**src/rtl/fft_seq_pkg.sv**
```systemverilog
// ============================================================================
// fft_seq_pkg : shared types and helpers for the FFT frame sequencer
// Revision    : 1.0
// ============================================================================
`default_nettype none

package fft_seq_pkg;

  typedef enum logic [1:0] {
    FILL  = 2'd0,
    ISSUE = 2'd1,
    WAIT  = 2'd2,
    DRAIN = 2'd3
  } seq_state_t;

  function automatic int idx_width(input int n);
    return $clog2(n);
  endfunction

endpackage

`default_nettype wire

```
**src/rtl/fft_frame_buffer.sv**
```systemverilog
// ============================================================================
// fft_frame_buffer : N x BIT_WIDTH register file, serial write / parallel load
// Revision         : 1.0
// ============================================================================
`default_nettype none

module fft_frame_buffer
  import fft_seq_pkg::*;
#(
  parameter int BIT_WIDTH = 32,
  parameter int N_SAMPLES = 8,
  parameter int IDX_W     = idx_width(N_SAMPLES)
) (
  input  logic                           clk,
  input  logic                           reset,
  input  logic                           wr_en_i,
  input  logic [IDX_W-1:0]               wr_idx_i,
  input  logic [BIT_WIDTH-1:0]           wr_data_i,
  input  logic                           ld_en_i,
  input  logic [N_SAMPLES*BIT_WIDTH-1:0] ld_data_i,
  input  logic [IDX_W-1:0]               rd_idx_i,
  output logic [BIT_WIDTH-1:0]           rd_data_o,
  output logic [N_SAMPLES*BIT_WIDTH-1:0] frame_o
);

  logic [N_SAMPLES-1:0][BIT_WIDTH-1:0] mem_q;

  // A parallel load replaces the whole frame and wins over a serial write.
  always_ff @(posedge clk or posedge reset) begin
    if (reset) begin
      mem_q <= '0;
    end else if (ld_en_i) begin
      mem_q <= ld_data_i;
    end else if (wr_en_i) begin
      mem_q[wr_idx_i] <= wr_data_i;
    end
  end

  assign rd_data_o = mem_q[rd_idx_i];
  assign frame_o   = mem_q;

endmodule

`default_nettype wire

```
**src/rtl/fft_frame_sequencer.sv**
```systemverilog
// ============================================================================
// fft_frame_sequencer : serial samples -> parallel FFT frame -> serial bins
// Revision            : 1.0
// ============================================================================
`default_nettype none

module fft_frame_sequencer
  import fft_seq_pkg::*;
#(
  parameter int BIT_WIDTH = 32,
  parameter int N_SAMPLES = 8
) (
  input  logic                           clk,
  input  logic                           reset,
  input  logic [BIT_WIDTH-1:0]           in_msg_i,
  input  logic                           in_val_i,
  output logic                           in_rdy_o,
  output logic [N_SAMPLES*BIT_WIDTH-1:0] fft_recv_msg_o,
  output logic                           fft_recv_val_o,
  input  logic                           fft_recv_rdy_i,
  input  logic [N_SAMPLES*BIT_WIDTH-1:0] fft_send_msg_i,
  input  logic                           fft_send_val_i,
  output logic                           fft_send_rdy_o,
  output logic [BIT_WIDTH-1:0]           out_msg_o,
  output logic                           out_val_o,
  input  logic                           out_rdy_i,
  output logic                           out_last_o,
  output logic                           busy_o
);

  localparam int               IDX_W    = idx_width(N_SAMPLES);
  localparam logic [IDX_W-1:0] IDX_LAST = IDX_W'(N_SAMPLES - 1);

  seq_state_t       state_q, state_d;
  logic [IDX_W-1:0] idx_q, idx_d;

  logic                           in_wr_en;
  logic                           out_ld_en;
  logic [BIT_WIDTH-1:0]           out_word;
  logic [BIT_WIDTH-1:0]           in_rd_unused;
  logic [N_SAMPLES*BIT_WIDTH-1:0] out_frame_unused;

  always_comb begin
    state_d = state_q;
    idx_d   = idx_q;
    case (state_q)
      FILL: begin
        if (in_val_i) begin
          if (idx_q == IDX_LAST) begin
            idx_d   = '0;
            state_d = ISSUE;
          end else begin
            idx_d = idx_q + IDX_W'(1);
          end
        end
      end
      ISSUE: begin
        if (fft_recv_rdy_i) state_d = WAIT;
      end
      WAIT: begin
        if (fft_send_val_i) state_d = DRAIN;
      end
      DRAIN: begin
        if (out_rdy_i) begin
          if (idx_q == IDX_LAST) begin
            idx_d   = '0;
            state_d = FILL;
          end else begin
            idx_d = idx_q + IDX_W'(1);
          end
        end
      end
      default: begin
        state_d = FILL;
        idx_d   = '0;
      end
    endcase
  end

  always_ff @(posedge clk or posedge reset) begin
    if (reset) begin
      state_q <= FILL;
      idx_q   <= '0;
    end else begin
      state_q <= state_d;
      idx_q   <= idx_d;
    end
  end

  // Handshake outputs decode state only, so no input reaches an output.
  assign in_rdy_o       = (state_q == FILL);
  assign fft_recv_val_o = (state_q == ISSUE);
  assign fft_send_rdy_o = (state_q == WAIT);
  assign out_val_o      = (state_q == DRAIN);
  assign out_msg_o      = (state_q == DRAIN) ? out_word : '0;
  assign out_last_o     = (state_q == DRAIN) && (idx_q == IDX_LAST);
  assign busy_o         = !((state_q == FILL) && (idx_q == '0));

  assign in_wr_en  = (state_q == FILL) && in_val_i;
  assign out_ld_en = (state_q == WAIT) && fft_send_val_i;

  fft_frame_buffer #(
    .BIT_WIDTH (BIT_WIDTH),
    .N_SAMPLES (N_SAMPLES),
    .IDX_W     (IDX_W)
  ) u_in_buf (
    .clk       (clk),
    .reset     (reset),
    .wr_en_i   (in_wr_en),
    .wr_idx_i  (idx_q),
    .wr_data_i (in_msg_i),
    .ld_en_i   (1'b0),
    .ld_data_i ('0),
    .rd_idx_i  ('0),
    .rd_data_o (in_rd_unused),
    .frame_o   (fft_recv_msg_o)
  );

  fft_frame_buffer #(
    .BIT_WIDTH (BIT_WIDTH),
    .N_SAMPLES (N_SAMPLES),
    .IDX_W     (IDX_W)
  ) u_out_buf (
    .clk       (clk),
    .reset     (reset),
    .wr_en_i   (1'b0),
    .wr_idx_i  ('0),
    .wr_data_i ('0),
    .ld_en_i   (out_ld_en),
    .ld_data_i (fft_send_msg_i),
    .rd_idx_i  (idx_q),
    .rd_data_o (out_word),
    .frame_o   (out_frame_unused)
  );

endmodule

`default_nettype wire

```
**config.mk**
```make
export PLATFORM = sky130hd
export DESIGN_NAME = fft_frame_sequencer
export DESIGN_NICKNAME = d
export VERILOG_FILES = /design/src/rtl/fft_seq_pkg.sv /design/src/rtl/fft_frame_buffer.sv /design/src/rtl/fft_frame_sequencer.sv
export SDC_FILE = /design/constraint.sdc
export NUM_CORES = 1
export LEC_CHECK = 0
export ABC_AREA = 1
export CORE_UTILIZATION = 30
export CTS_CLUSTER_SIZE = 40
export DETAILED_ROUTE_END_ITERATION = 7
export SKIP_CTS_REPAIR_TIMING = 1
export SLEW_MARGIN = 20
export SYNTH_ARGS = -nofsm -noshare
export SYNTH_HDL_FRONTEND = slang
export SYNTH_HIERARCHICAL = 1
export SYNTH_SLANG_ARGS = --single-unit
```
**constraint.sdc**
```tcl
create_clock -name clk -period 8.73 [get_ports clk]
set_input_delay 1.746 -clock clk [delete_from_list [all_inputs] [get_ports clk]]
set_output_delay 1.746 -clock clk [all_outputs]
set_load 0.01 [all_outputs]
```
==> flow_metrics.env <==
export IMPL_cts_root_buffer="clkbuf_16"
export IMPL_clk_pin_slew_ns=0.05
export IMPL_placed_cell_area_um2=38700
export IMPL_crit_path_max_incr_delay_ns=0.69
export IMPL_setup_viol_count_final=0
export IMPL_p_per_area_nw_per_um2=267
export IMPL_fin_setup_tns_ns=0
export IMPL_crit_top_cell="nand2_1"
export IMPL_worstMarginPinSlew_ns=1.11
export IMPL_place_ws_ns=3.87
export IMPL_vdd_drop_max_mv=0.167
export IMPL_cp_required_ns=6.98
export IMPL_drcViolationCount=0
export IMPL_clock_path_buffers=3
export IMPL_avgViaCountPerCell=4.84
export IMPL_slew_headroom_pct=26.2
export IMPL_worstSkewPairLatency_ns=0.64
export IMPL_hold_start="u_in_buf/frame_o[122]"
export IMPL_r2r_slack_ns=4.48
export IMPL_reg2reg_depth=8
export IMPL_rsz0062_at_grt="no"
export IMPL_worstPathCellList="inv_4, buf_4, nand2_1, nand3_1, nand2_1, nand2_1, nand2_1, nand2_1, inv_1, clkdlybuf4s50_1"
export IMPL_path_delay_family="buffers and inverters"
export IMPL_timing_rr_end="u_in_buf/frame_o[93]"
export IMPL_syn_area_um2=31100
export IMPL_cts_sinks=517
export IMPL_grt_max_degree=297
export IMPL_fill_cells=11000
export IMPL_place_congestion=0.932
export IMPL_path_buf_inv=4
export IMPL_fin_nets=5824
export IMPL_grtUsageTotal_pct=25.1
export IMPL_grt_pass1_wl_um=200000
export IMPL_cp_arrival_ns=3.78
export IMPL_critPathKind="reg -> out"
export IMPL_multiInputGateArea_um2=16400
export IMPL_end_kind="primary output"
export IMPL_intPower_mw=6.24
export IMPL_yosysWarningCount=6
export IMPL_post_route_min_period_ns=5.53
export IMPL_core_um2=102000
export IMPL_dr_pass1_iters=6
export IMPL_initial_core_util_pct=30.4
export IMPL_worstSetupStartpointType="flop"
export IMPL_wl_per_cell_um=19.3
export IMPL_synth_cells=4859
export IMPL_setup_ws_ns=3.20
export IMPL_fmaxAchievable_mhz=181
export IMPL_placed_cells=6820
export IMPL_ios=588
export IMPL_critPathMaxFanout=68
export IMPL_status="finished clean"
export IMPL_hold_depth=2
export IMPL_finClkSkew_ns=0.0241
export IMPL_drtIter0Drc=3600
export IMPL_cap_violations=0
export IMPL_min_to="u_in_buf/frame_o[122]"
export IMPL_dp_hpwl_um=93000
export IMPL_vias=33600
export IMPL_power_switching_mw=4.66
export IMPL_h_tree_depth=3
export IMPL_dieArea_um2=105000
export IMPL_p_seq_share_pct=32.5
export IMPL_routed_wl_um=134000
export IMPL_power_mw=10.9
export IMPL_final_area_um2=40900
export IMPL_pwr_share_clk_pct=25.3
export IMPL_final_cells=6940
export IMPL_min_path_type="reg -> reg"
export IMPL_hold_viol_final=0
export IMPL_postSynthAreaPerCell_um2=6.39
export IMPL_r2r_start="idx_q[1]"
export IMPL_io_buffer_count=587
export IMPL_fp_dieH_um=324
export IMPL_slowest_stage="inv_4"
export IMPL_cts_buffers=66
export IMPL_timing_final_max_slew_violations=0
export IMPL_die_x_um=324
export IMPL_drive_gt1_share_pct=3.11
export IMPL_grt_pass1_vias=31300
export IMPL_antenna_found_initial=15
export IMPL_globalRoute_totalOverflow=0
export IMPL_p_leak_nw=21.1
export IMPL_netSwitchingFraction_pct=42.8
export IMPL_cts_tree="yes"
export IMPL_fin_crit_sh_pct=63.3
export IMPL_ant_nets=0
export IMPL_core_rowCount=117
export IMPL_seqCellArea_um2=12900
export IMPL_p_comb_share_pct=42.2
export IMPL_area_growth_pct=31.7
-- sequential cells by signal, summed over array words and instances, names as in the netlist --
register,cells
u_in_buf/frame_o,256
state_q,2
u_out_buf/frame_o,256
idx_q,3
-- final cells by class --
| type | instances | share of cell area [%] |
|---|---|---|
| repair buffers | 627 | 15.2 |
| clock inverters | 15 | 0.483 |
| multi-input cells | 3930 | 40.2 |
| flip-flops and latches | 517 | 31.7 |
| well taps | 1368 | 4.19 |
| diodes | 9 | 0.0551 |
| inverters | 379 | 3.54 |
| clock buffers | 95 | 4.70 |
-- layer usage --
layer / GRT usage, % / up-vias / part of all wire [%]
li1: - / 16200 / -
met3: 4.60 / 207 / 7.8
met1: 36.1 / 15800 / 46
met4: 10.7 / 6 / 4.2
met5: 0 / - / 0.029
met2: 36.4 / 1352 / 42
-- how the worst max path moves through the flow --
stage               depth (start not counted)                endpoint           start
floorplan                                   1     u_in_buf/frame_o[0]           reset
global placement                            7   u_out_buf/frame_o[57]  fft_send_val_i
detailed placement                          9  u_out_buf/frame_o[218]  fft_send_val_i
CTS                                        10           out_msg_o[31]        idx_q[0]
global route                               10           out_msg_o[11]        idx_q[0]
finish                                     10           out_msg_o[31]        idx_q[0]
-- power groups by stage --
| stage | registers (mW) | logic [mW] | clock network [mW] |
|---|---|---|---|
| floorplan | 3.50 | 2.73 | 0 |
| global placement | 3.56 | 4.46 | 0 |
| detailed placement | 3.57 | 4.47 | 0 |
| CTS | 3.54 | 4.49 | 2.80 |
| global route | 3.62 | 5.09 | 2.88 |
| finish | 3.55 | 4.61 | 2.76 |
-- tightest hold or removal path: stages, from the launching register on --
cell and delay (ns):
dfrtp_1 0.34, nand3_1 0.07, nand2_1 0.06
-- through the flow --
| step | util [%] | hold slack [ns] |
|---|---|---|
| floorplan | - | 0.476 |
| global route | 40.0 | 0.520 |
| global placement | 37.9 | 0.489 |
| finish | 40.0 | 0.504 |
| CTS | 40.0 | 0.508 |
| detailed placement | 37.9 | 0.492 |
-- placed cells by master, fill, tap and decap left out, drive strengths merged --
cell and count:
nand2 2335, nand3 917, clkdlybuf4s50 587, dfrtp 517
inv 380, conb 328, o21ai 260, clkbuf 95
nor2 76, buf 40, diode 9, ha 9
clkinv 8, nand4 4, bufinv 3, clkinvlp 3
or2 1
No activity file was read; power rests on OpenSTA's default activity.
